$ cat src/rtl/regfile_wb_arbiter_pkg.sv
// Shared register-file types for the writeback arbiter: register index and per-register mask.
package rf_pkg;

    localparam int unsigned REG_AW   = 5;
    localparam int unsigned NUM_REGS = 32;

    typedef logic [REG_AW-1:0]   reg_idx_t;
    typedef logic [NUM_REGS-1:0] reg_mask_t;

    // x0 is hardwired zero: never written, never tracked
    function automatic logic is_x0(input reg_idx_t idx);
        return idx == '0;
    endfunction

endpackage

$ cat src/rtl/regfile_wb_arbiter_if.sv
// Writeback/issue/register-file bundle between the writeback sources, decode and the arbiter.
interface regfile_wb_arbiter_if
    import rf_pkg::*;
#(
    parameter int unsigned WIDTH = 32,
    parameter int unsigned NREQ  = 3
) ();

    logic [NREQ-1:0]        req_valid;
    logic [NREQ-1:0]        req_ready;
    logic [NREQ*REG_AW-1:0] req_rd;
    logic [NREQ*WIDTH-1:0]  req_data;
    logic                   iss_valid;
    reg_idx_t               iss_rd;
    logic                   iss_ready;
    logic                   rf_we;
    reg_idx_t               rf_rw;
    logic [WIDTH-1:0]       rf_din;
    reg_mask_t              busy;
    logic                   wb_err;

    modport master (
        output req_valid, req_rd, req_data, iss_valid, iss_rd,
        input  req_ready, iss_ready, rf_we, rf_rw, rf_din, busy, wb_err
    );

    modport slave (
        input  req_valid, req_rd, req_data, iss_valid, iss_rd,
        output req_ready, iss_ready, rf_we, rf_rw, rf_din, busy, wb_err
    );

endinterface

$ cat src/rtl/regfile_wb_arbiter_rr_arbiter.sv
// One-hot grant arbiter. RF_ARB_RR_EN selects round-robin (pointer moves past the winner);
// otherwise fixed priority with the lowest index winning.
module rr_arbiter #(
    parameter int unsigned N = 3
) (
    input  logic         clk,
    input  logic         rst,
    input  logic [N-1:0] i_req,
    input  logic         i_advance,
    output logic [N-1:0] o_gnt
);

`ifdef RF_ARB_RR_EN
    localparam int unsigned PW = (N > 1) ? $clog2(N) : 1;

    logic [PW-1:0]  r_ptr;
    logic [PW-1:0]  w_ptr_nxt;
    logic [2*N-1:0] w_req_dbl;
    logic [2*N-1:0] w_gnt_dbl;
    logic [N-1:0]   w_rot_req;
    logic [N-1:0]   w_rot_gnt;

    // Rotate requests so the pointer sits at bit 0, pick lowest, rotate back
    always_comb begin
        w_req_dbl = {i_req, i_req} >> r_ptr;
        w_rot_req = w_req_dbl[N-1:0];
        w_rot_gnt = w_rot_req & (~w_rot_req + N'(1));
        w_gnt_dbl = {w_rot_gnt, w_rot_gnt} << r_ptr;
        o_gnt     = w_gnt_dbl[2*N-1:N];
    end

    always_comb begin
        w_ptr_nxt = r_ptr;
        for (int unsigned i = 0; i < N; i++) begin
            if (o_gnt[i]) begin
                w_ptr_nxt = PW'((i + 1) % N);
            end
        end
    end

    always_ff @(posedge clk) begin
        if (rst) begin
            r_ptr <= '0;
        end else if (i_advance) begin
            r_ptr <= w_ptr_nxt;
        end
    end
`else
    logic w_unused;

    assign o_gnt    = i_req & (~i_req + N'(1));
    assign w_unused = ^{clk, rst, i_advance};
`endif

endmodule

$ cat src/rtl/regfile_wb_arbiter.sv
// Shares the register-file write port among NREQ writeback sources and tracks pending writes.
// Build option: RF_ARB_RR_EN (round-robin arbitration; fixed priority when undefined).
module regfile_wb_arbiter
    import rf_pkg::*;
#(
    parameter int unsigned WIDTH = 32,
    parameter int unsigned NREQ  = 3
) (
    input  logic                clk,
    input  logic                rst,
    regfile_wb_arbiter_if.slave bus
);

    logic [NREQ-1:0]  w_req;
    logic [NREQ-1:0]  w_gnt;
    logic             w_acc;
    reg_idx_t         w_sel_rd;
    logic [WIDTH-1:0] w_sel_data;
    logic             w_iss_ok;
    reg_mask_t        w_busy_nxt;

    logic             r_we;
    reg_idx_t         r_rw;
    logic [WIDTH-1:0] r_din;
    reg_mask_t        r_busy;
    logic             r_err;

    // No grants while reset is held
    assign w_req = bus.req_valid & {NREQ{~rst}};

    rr_arbiter #(.N(NREQ)) u_arb (
        .clk       (clk),
        .rst       (rst),
        .i_req     (w_req),
        .i_advance (w_acc),
        .o_gnt     (w_gnt)
    );

    assign w_acc         = |w_gnt;
    assign bus.req_ready = w_gnt;

    always_comb begin
        w_sel_rd   = '0;
        w_sel_data = '0;
        for (int unsigned i = 0; i < NREQ; i++) begin
            if (w_gnt[i]) begin
                w_sel_rd   = bus.req_rd[REG_AW*i +: REG_AW];
                w_sel_data = bus.req_data[WIDTH*i +: WIDTH];
            end
        end
    end

    // WAW stall: an issue may not target a register with a write still outstanding
    assign w_iss_ok      = bus.iss_valid & (is_x0(bus.iss_rd) | ~r_busy[bus.iss_rd]);
    assign bus.iss_ready = w_iss_ok;

    // Clear from the write leaving the output stage first, so a same-edge issue wins
    always_comb begin
        w_busy_nxt = r_busy;
        if (r_we) begin
            w_busy_nxt[r_rw] = 1'b0;
        end
        if (w_iss_ok && !is_x0(bus.iss_rd)) begin
            w_busy_nxt[bus.iss_rd] = 1'b1;
        end
        w_busy_nxt[0] = 1'b0;
    end

    always_ff @(posedge clk) begin
        if (rst) begin
            r_we   <= 1'b0;
            r_rw   <= '0;
            r_din  <= '0;
            r_busy <= '0;
            r_err  <= 1'b0;
        end else begin
            r_we   <= w_acc & ~is_x0(w_sel_rd);
            r_busy <= w_busy_nxt;
            if (w_acc) begin
                r_rw  <= w_sel_rd;
                r_din <= w_sel_data;
            end
            if (w_acc && !is_x0(w_sel_rd) && !r_busy[w_sel_rd]) begin
                r_err <= 1'b1;
            end
        end
    end

    assign bus.rf_we  = r_we;
    assign bus.rf_rw  = r_rw;
    assign bus.rf_din = r_din;
    assign bus.busy   = r_busy;
    assign bus.wb_err = r_err;

endmodule

$ cat src/flat_wrapper.sv
// flat-port wrapper written by rule: the top's interface ports become plain ports
module regfile_wb_arbiter_flat import rf_pkg::*;
#(
    parameter int unsigned WIDTH = 32,
    parameter int unsigned NREQ  = 3
)
  (clk, rst, bus_req_valid, bus_req_rd, bus_req_data, bus_iss_valid, bus_iss_rd, bus_req_ready, bus_iss_ready, bus_rf_we, bus_rf_rw, bus_rf_din, bus_busy, bus_wb_err);
  regfile_wb_arbiter_if #(.WIDTH(WIDTH), .NREQ(NREQ)) bus_i ();
  input  logic clk;
  input  logic rst;
  input wire logic [$bits(bus_i.req_valid)-1:0] bus_req_valid;
  input wire logic [$bits(bus_i.req_rd)-1:0] bus_req_rd;
  input wire logic [$bits(bus_i.req_data)-1:0] bus_req_data;
  input wire logic [$bits(bus_i.iss_valid)-1:0] bus_iss_valid;
  input wire logic [$bits(bus_i.iss_rd)-1:0] bus_iss_rd;
  output wire logic [$bits(bus_i.req_ready)-1:0] bus_req_ready;
  output wire logic [$bits(bus_i.iss_ready)-1:0] bus_iss_ready;
  output wire logic [$bits(bus_i.rf_we)-1:0] bus_rf_we;
  output wire logic [$bits(bus_i.rf_rw)-1:0] bus_rf_rw;
  output wire logic [$bits(bus_i.rf_din)-1:0] bus_rf_din;
  output wire logic [$bits(bus_i.busy)-1:0] bus_busy;
  output wire logic [$bits(bus_i.wb_err)-1:0] bus_wb_err;
  assign bus_i.req_valid = bus_req_valid;
  assign bus_i.req_rd = bus_req_rd;
  assign bus_i.req_data = bus_req_data;
  assign bus_i.iss_valid = bus_iss_valid;
  assign bus_i.iss_rd = bus_iss_rd;
  assign bus_req_ready = bus_i.req_ready;
  assign bus_iss_ready = bus_i.iss_ready;
  assign bus_rf_we = bus_i.rf_we;
  assign bus_rf_rw = bus_i.rf_rw;
  assign bus_rf_din = bus_i.rf_din;
  assign bus_busy = bus_i.busy;
  assign bus_wb_err = bus_i.wb_err;
  regfile_wb_arbiter #(.WIDTH(WIDTH), .NREQ(NREQ)) u_core (.clk(clk), .rst(rst), .bus(bus_i));
endmodule
$ cat config.mk
export PLATFORM = sky130hd
export DESIGN_NAME = regfile_wb_arbiter_flat
export DESIGN_NICKNAME = d
export VERILOG_FILES = /design/src/rtl/regfile_wb_arbiter_pkg.sv /design/src/rtl/regfile_wb_arbiter_if.sv /design/src/rtl/regfile_wb_arbiter_rr_arbiter.sv /design/src/rtl/regfile_wb_arbiter.sv /design/src/flat_wrapper.sv
export SDC_FILE = /design/constraint.sdc
export NUM_CORES = 1
export LEC_CHECK = 0
export CORE_ASPECT_RATIO = 1.75
export CORE_UTILIZATION = 41
export CTS_BUF_LIST = sky130_fd_sc_hd__clkbuf_16
export DETAILED_ROUTE_END_ITERATION = 8
export HOLD_SLACK_MARGIN = 0.06
export PLACE_DENSITY = 0.86
export SYNTH_ARGS = -nofsm -noshare
export SYNTH_HDL_FRONTEND = slang
export SYNTH_HIERARCHICAL = 1
export SYNTH_SLANG_ARGS = --single-unit
$ cat constraint.sdc
create_clock -name clk -period 3.89 [get_ports clk]
set_clock_uncertainty 0.1 [all_clocks]
set_input_delay 0.778 -clock clk [delete_from_list [all_inputs] [get_ports clk]]
set_output_delay 0.778 -clock clk [all_outputs]
set_load 0.05 [all_outputs]
==> metrics.cfg <==
[drt]
via_per_inst = 5.83
avgRoutedWirePerCell_um = 18.7
wirelength_um = 15100
route.vias.total = 4695
ant_nets = 0
drtIter0Drc = 454
drt_first_pass_iters = 5
top_layer = met4
drc = 0
wl_met3_um = 1090
met2_length_um = 8260
wl_met1_um = 4990

[critical_path]
cp-end-kind = output pin
cp-start-kind = input pin
timing.rr.end = u_core/bus.busy[9]
cp.depth = 7
cp_max_fo = 16
crit_required_ps = 3010
critPathMostFrequentCell = buf_12
reg2reg_from = u_core/bus.busy[9]
crit_family = buffers and inverters
worstSetupStartpoint = bus_iss_rd[0]
endpoint = bus_iss_ready
critPathSlowestCell = mux4_2
cpPeakStageDelay_ps = 510
rr_worst_depth = 7
crit_chain = clkdlybuf4s50_1 > buf_12 > mux4_2 > a22oi_1 > nand2_1 > nor3_4 > buf_12
cp_num_buf_inv = 3
critPathArrivalTime_ps = 2700
r2r_setup_slack_ps = 1530
worstSetupPathType = in2out

[synth]
synth_ff_type = dfxtp_1
synth_edf_count = 0
synthMuxAreaShare_pct = 8.55
syn_inst = 504
synth_top_family_by_area = simple AND/OR/NAND/NOR gates
synthAdderAreaFrac_pct = 0
synth_compound_area_share_pct = 22.6
async_flop_share_pct = 0
syn_nets = 626
yosys_register_bits = 70
syn_area_per_cell_um2 = 7.81
synth-seq-area-share_pct = 35.6
netlist_area_mm2 = 0.00394
ys_warn_count = 6
synthSimpleGateAreaFrac_pct = 26.9
synth_xor_area_share_pct = 0
ys_types = 48

[power_and_ir_drop]
switching_share_pct = 32.9
seqPwrFrac_pct = 36.8
powerDensity_mw_per_mm2 = 350
power.share.combinational_pct = 30.8
peakVddDrop_mv = 0.224
report.power.total_uw = 2190
p_int_uw = 1470
leakage_uw = 0.00230
switchingPower_uw = 721
clockPowerShare_pct = 32.4

[global_routing]
grt_usage_pct = 30.2
grt_pass1_wl_um = 23300
grt_pass1_vias = 4624
overflow = 0
antenna_found_initial = 0
grt_max_degree = 66

[clock_tree]
cts_made_buffers = 9
clock-sinks = 70
cts-htree-levels = 3
clk_pin_slew_ps = 50
cts_tree = built
cts-root-buf = clkbuf_16
post-cts-setup-buffer-count = 0
clock_latency_ps = 330
clock_path_buffers = 2
cts-resized-gates = 0
hold_buffers = 0

[layout]
area_growth_pct = 58.7
diodes = 0
mostFrequentLayoutCell = clkdlybuf4s50_1
fin_area_mm2 = 0.00624
fin_nets = 803
nFillCells = 789
multi_input_area_mm2 = 0.00230
drive_above_1_share_pct = 7.46
layout_common_cells = clkdlybuf4s50_1, nor2_1, dfxtp_1, a21oi_1, nor3_1
regArea_mm2 = 0.00140

[place]
postPlaceCellArea_mm2 = 0.00600
port_buffers = 195
dpl.hpwl_um = 11400
globalplace.congestion = 1.06

[die]
rows = 47
io_pins = 197
core_area_mm2 = 0.00941
initial_utilization_pct = 41.8
fp.dieH_um = 132
die-area_mm2 = 0.0100
die_w_um = 76.1

[sta]
hold_viol = 0
setup_viol = 0
max_slew.worst_pin.slew_ps = 719
period_share_pct = 92.1
slew_violations = 0
max_freq_mhz = 279
final.min_clock_period_ps = 3580
relSlewSlack_pct = 51.9
setup_tns_ps = 0
rsz0062_at_grt = no
holdWs_ps = 389

[flow_run]
maxCapViolCount = 0

[hold_path]
hp-class = reg2reg

[run_status]
status = completed

==> how the worst min path moves through the flow <==
stage	startpoint	endpoint	slack, ps	cells after the start
4_1_cts	u_core/bus.rf_din[1]	u_core/bus.rf_din[1]	390	2
3_5_place_dp	u_core/bus.rf_din[27]	u_core/bus.rf_din[27]	380	2
5_1_grt	u_core/bus.rf_din[3]	u_core/bus.rf_din[3]	410	2
2_1_floorplan	u_core/bus.rf_din[0]	u_core/bus.rf_din[0]	600	2
3_3_place_gp	u_core/bus.rf_din[11]	u_core/bus.rf_din[11]	380	2
6_report	u_core/bus.rf_din[22]	u_core/bus.rf_din[22]	390	2
==> state kept, by name, summed over array words and instances, names as in the netlist <==
register and cells:
u_core/bus.rf_we 1, u_core/bus.rf_din 32, u_core/bus.busy 31, u_core/bus.rf_rw 5, u_core/bus.wb_err 1
==> per-layer routing <==
| layer | global-route usage, % | vias to the layer above |
|---|---|---|
| li1 | - | 2179 |
| met1 | 28.2 | 2165 |
| met2 | 57.8 | 295 |
| met3 | 6.94 | 56 |
| met4 | 18.9 | 0 |
| met5 | 0 | - |
==> power by group through the flow <==
stage / Clock (uW) / Combinational (uW) / Sequential, uW
4_1_cts: 720 / 669 / 805
5_1_grt: 757 / 709 / 812
3_3_place_gp: 0 / 656 / 818
2_1_floorplan: 0 / 234 / 963
6_report: 709 / 673 / 806
3_5_place_dp: 0 / 665 / 820
==> synth_stat cells, drive strengths merged (2+ instances only) <==
cell type | n | area [um2]
and3b | 2 | 17.5
nand4 | 3 | 18.8
nor3b | 7 | 57.6
a211o | 3 | 26.3
nand2 | 18 | 70.1
a211oi | 3 | 22.5
nor2b | 22 | 138
nand3b | 13 | 97.6
a31oi | 2 | 12.5
clkbuf | 31 | 116
mux2i | 10 | 100
o211ai | 2 | 15.0
o22ai | 32 | 200
a22o | 2 | 17.5
o32ai | 5 | 43.8
or3b | 2 | 17.5
o21ai | 35 | 179
nand4b | 2 | 32.5
mux4 | 10 | 225
a21oi | 58 | 290
nand2b | 4 | 25.0
o211a | 3 | 30.0
nor2 | 72 | 270
nor4 | 2 | 12.5
dfxtp | 70 | 1400
a22oi | 4 | 30.0
inv | 13 | 48.8
nand3 | 11 | 55.1
buf | 13 | 80.1
or2 | 2 | 12.5
nor3 | 40 | 211
==> worst min-delay path, cell delays in order, from the launching register on <==
cell     delay, ps
dfxtp_1        300
nor2_1          90
nor3_1          40
==> per-stage QoR <==
step           util (%)  setup slack, ps  std cells
6_report           66.4              307        806
5_1_grt            66.4              241        806
4_1_cts            66.4              323        806
3_5_place_dp       63.8              264        792
3_3_place_gp       63.8              352        792
2_1_floorplan         -             26.0        504
==> final cells by class <==
| cell class | count | share of cell area, % |
|---|---|---|
| clock inverters | 5 | 0.321 |
| multi-input cells | 377 | 36.8 |
| flip-flops and latches | 70 | 22.4 |
| inverters | 13 | 0.781 |
| clock buffers | 9 | 3.61 |
| repair buffers | 210 | 33.6 |
| well taps | 122 | 2.44 |
==> logic make-up (layout without fill, tap and decap cells) <==
logic type             after synthesis  after routing
and+or+nand+nor                    203            203
AOI/OAI and AO/OA                  152            152
DFF                                 70             70
buffers and inverters               57            237
muxes                               21             21
other                                1              1
No activity file was read; power rests on OpenSTA's default activity.
==> RTL change 1: new RTL, config.mk and constraints unchanged <==
The package constant `REG_AW` goes from 5 to 4.
--- a/src/rtl/regfile_wb_arbiter_pkg.sv
+++ b/src/rtl/regfile_wb_arbiter_pkg.sv
@@ -2,5 +2,5 @@
 package rf_pkg;
 
-    localparam int unsigned REG_AW   = 5;
+    localparam int unsigned REG_AW   = 4;
     localparam int unsigned NUM_REGS = 32;
 
Ports: changed (resized bus_iss_rd, bus_req_rd and bus_rf_rw); port bits go from 197 to 192. No check against the original RTL was run, so the function may have changed too.
==> RTL change 1 against the original RTL <==
First-iteration DRC count shrank 49%; final area shrank 23%; routed wire length shrank 34%; total power shrank 24%; sequential share of layout area shrank 0.32 points; die area shrank 27%; global-route usage shrank 2.6 points; core utilization grew 4.1 points; synthesized area shrank 27%; worst setup slack lost 0.18 ns; sequential cell count shrank 17; sequential power shrank 24%; critical endpoint unchanged; largest cell class is now buffers; largest power group unchanged.
==> RTL change 1: results <==
export IMPL_crit_family="multiplexers"
export IMPL_insertion_delay_ns=0.29
export IMPL_grt_total_usage_pct=27.6
export IMPL_status="completed"
export IMPL_switching_share_pct=35.1
export IMPL_port_buffers=174
export IMPL_dp_hpwl_mm=7.80
export IMPL_leakagePower_nw=1.83
export IMPL_critical_path_arrival_ns=2.88
export IMPL_first_pass_iters=4
export IMPL_ir_worst_vdd_mv=0.216
export IMPL_cts_max_level=2
export IMPL_r2r_end="u_core/bus.busy[2]"
export IMPL_grt_use_met2_pct=50.9
export IMPL_slowest_stage="clkdlybuf4s50_1"
export IMPL_grt_util_met3_pct=6.50
export IMPL_r2r_cells=4
export IMPL_fin_ws_ns=0.127
export IMPL_ys_warn_count=6
export IMPL_root_buffer="clkbuf_16"
export IMPL_multi_input_area_sq_um=1600
export IMPL_layout_cells_non_filler=620
export IMPL_grt_max_degree=43
export IMPL_startpoint="bus_iss_rd[0]"
export IMPL_max_stage_delay_ns=0.63
export IMPL_combPwrFrac_pct=36.3
export IMPL_ys_types=36
export IMPL_regToRegSetupSlack_ns=2.11
export IMPL_drive_gt1_share_pct=6.72
export IMPL_place_area_sq_um=4650
export IMPL_worst_slew_pin_slew_ns=0.835
export IMPL_pwr_share_seq_pct=37.3
export IMPL_synth_area_top_cells="dfxtp_1 37%, o21ai_0 13%, o22ai_1 7.0%"
export IMPL_wire_per_inst_microns=16.1
export IMPL_synth_commonest_cells="77 x o21ai_0, 53 x dfxtp_1, 49 x nand2_1"
export IMPL_drt_met1_wl_mm=3.49
export IMPL_syn_area_per_cell_sq_um=7.76
export IMPL_vias=3398
export IMPL_met1_usage_pct=27.9
export IMPL_cp_max_fo=6
export IMPL_final_nets=653
export IMPL_clkTransAtPathRegs_ns=0.07
export IMPL_drt_iter0_markers=232
export IMPL_p_total_w=0.00165
export IMPL_met2_length_mm=5.42
export IMPL_wl_met3_microns=766
export IMPL_gp_congestion=0.885
export IMPL_synthMuxAreaShare_pct=7.47
export IMPL_r2r_start="u_core/bus.busy[1]"
export IMPL_nFillCells=562
RTL change 1: cell types whose count changed after synthesis, moves of 32 or more:
cell and change:
a21oi_1 -41, nor3_1 -37, o21ai_0 +56, nand2_1 +32, nor2_1 -37
RTL change 1: layout make-up:
cell class	instances	area share, %
timing repair buffer	184	38.7
clock inverter	3	0.365
inverter	7	0.548
sequential	53	22.1
tap	84	2.19
multi-input combinational	284	33.4
clock buffer	5	2.61
RTL change 1: worst min path at each step:
stage                          startpoint               endpoint  slack [ns]
global route           u_core/bus.busy[4]     u_core/bus.busy[4]        0.44
CTS                    u_core/bus.busy[4]     u_core/bus.busy[4]        0.42
finish                u_core/bus.rf_rw[0]    u_core/bus.rf_rw[0]        0.42
global placement    u_core/bus.rf_din[10]  u_core/bus.rf_din[10]        0.39
floorplan             u_core/bus.rf_rw[0]    u_core/bus.rf_rw[0]        0.61
detailed placement  u_core/bus.rf_din[15]  u_core/bus.rf_din[15]        0.40
==> RTL change 2: new RTL, same flow settings <==
Made on the original files. Build with the macro `RF_ARB_RR_EN` defined.
--- a/src/rtl/regfile_wb_arbiter_rr_arbiter.sv
+++ b/src/rtl/regfile_wb_arbiter_rr_arbiter.sv
@@ -1,4 +1,6 @@
 // One-hot grant arbiter. RF_ARB_RR_EN selects round-robin (pointer moves past the winner);
 // otherwise fixed priority with the lowest index winning.
+`define RF_ARB_RR_EN
+
 module rr_arbiter #(
     parameter int unsigned N = 3
Function: changed (a bounded check fails within 4 cycles, from zero or initial values and one cycle with rst high).
==> RTL change 2 against the original RTL <==
Routed wire length is 1.4% higher; critical path depth did not move; synthesized area is 4.9% higher; final area grew 4.0%; clock power is 1% higher; total power is 5.4% higher; via count increased by 4.5%; register-to-register slack got worse by 0.40 ns; sequential cell count up 2; global-route usage is 0.29 points lower; worst setup slack got worse by 0.051 ns.
==> RTL change 2: results <==
export IMPL_insertion_delay_ns=0.33
export IMPL_place_area_sq_um=6240
export IMPL_grt_pass1_vias=4784
export IMPL_clkTransAtPathRegs_ns=0.05
export IMPL_cp_endpoint="bus_iss_ready"
export IMPL_r2r_start="u_core/u_arb/r_ptr[1]"
export IMPL_leakagePower_nw=2.40
export IMPL_synth_area_top_cells="dfxtp_1 35%, a21oi_1 7.4%, nor2_1 6.6%"
export IMPL_ys_types=51
export IMPL_place_inst=823
export IMPL_status="completed"
export IMPL_min_path_type="register to register"
export IMPL_r2r_cells=9
export IMPL_syn_num_nets=649
export IMPL_grt_max_degree=54
export IMPL_fp_coreArea_sq_um=9850
export IMPL_layout_cells_non_filler=839
export IMPL_r2r_end="u_core/bus.wb_err"
export IMPL_wire_per_inst_microns=18.2
export IMPL_dp_hpwl_mm=11.6
export IMPL_grt_total_usage_pct=30.0
export IMPL_drive_gt1_share_pct=8.82
export IMPL_first_pass_iters=7
export IMPL_drt_iter0_markers=371
export IMPL_grt_pass1_wl_mm=24.1
export IMPL_ir_worst_vdd_mv=0.254
export IMPL_synth_seq_area_share_pct=34.9
export IMPL_cp_max_fo=16
export IMPL_regToRegSetupSlack_ns=1.13
export IMPL_startpoint="bus_iss_rd[0]"
export IMPL_synth_commonest_cells="73 x nor2_1, 72 x dfxtp_1, 61 x a21oi_1"
export IMPL_cts_max_level=3
export IMPL_critical_path_arrival_ns=2.76
export IMPL_clock_path_buffers=2
export IMPL_slew_headroom_pct=43.8
export IMPL_vias=4905
export IMPL_port_buffers=195
export IMPL_final_nets=831
export IMPL_syn_inst=527
export IMPL_gp_congestion=0.956
==> RTL change 2: stage by stage <==
stage / total power [W] / setup slack, ns / utilization (%)
2_1_floorplan: 0.00128 / 0.0786 / -
3_3_place_gp: 0.00158 / 0.182 / 63.3
3_5_place_dp: 0.00159 / 0.0677 / 63.3
4_1_cts: 0.00231 / 0.307 / 65.9
5_1_grt: 0.00241 / 0.172 / 65.9
6_report: 0.00231 / 0.256 / 65.9
==> RTL change 2: layout make-up <==
class,instances,area [sq um]
repair buffers,216,2160
inverters,13,48.8
clock inverters,7,32.5
clock buffers,9,225
fillers,839,3350
multi-input cells,397,2430
well taps,125,156
flip-flops and latches,72,1440
==> RTL change 2: how the worst min path moves through the flow <==
| stage | slack (ns) | cells after the start | startpoint | endpoint |
|---|---|---|---|---|
| global placement | 0.38 | 2 | u_core/bus.rf_din[9] | u_core/bus.rf_din[9] |
| CTS | 0.39 | 2 | u_core/bus.rf_din[26] | u_core/bus.rf_din[26] |
| floorplan | 0.47 | 2 | u_core/u_arb/r_ptr[0] | u_core/u_arb/r_ptr[1] |
| finish | 0.39 | 2 | u_core/bus.rf_din[27] | u_core/bus.rf_din[27] |
| detailed placement | 0.38 | 2 | u_core/bus.rf_din[26] | u_core/bus.rf_din[26] |
| global route | 0.41 | 2 | u_core/bus.rf_din[15] | u_core/bus.rf_din[15] |
==> RTL change 2: power breakdown <==
group          switching [W]  total (W)  internal [W]
clock network       0.000298   0.000717      0.000419
registers          0.0000492   0.000839      0.000790
logic               0.000429   0.000749      0.000321
==> RTL change 2: cells by family (layout without fill, tap and decap cells) <==
| family | Yosys count | in the layout | synth area share [%] |
|---|---|---|---|
| AOI/OAI and AO/OA | 164 | 164 | 23.6 |
| buffers and inverters | 58 | 245 | 6.31 |
| DFF | 72 | 72 | 34.9 |
| muxes | 21 | 21 | 8.16 |
| other | 1 | 1 | 0.0909 |
| and+or+nand+nor | 211 | 211 | 27.0 |
==> RTL change 2: worst max-delay path: stages <==
cell	delay, ns
clkdlybuf4s50_1	0.50
buf_12	0.17
mux4_2	0.51
mux2i_1	0.21
o32ai_1	0.18
nor3_4	0.22
buf_12	0.17
==> RTL change 2: layer usage <==
metal / GRT usage, % / routed length (microns)
met5: 0 / 0
met4: 19.6 / 900
met3: 7.84 / 1360
met2: 54.0 / 7990
met1: 29.8 / 5040
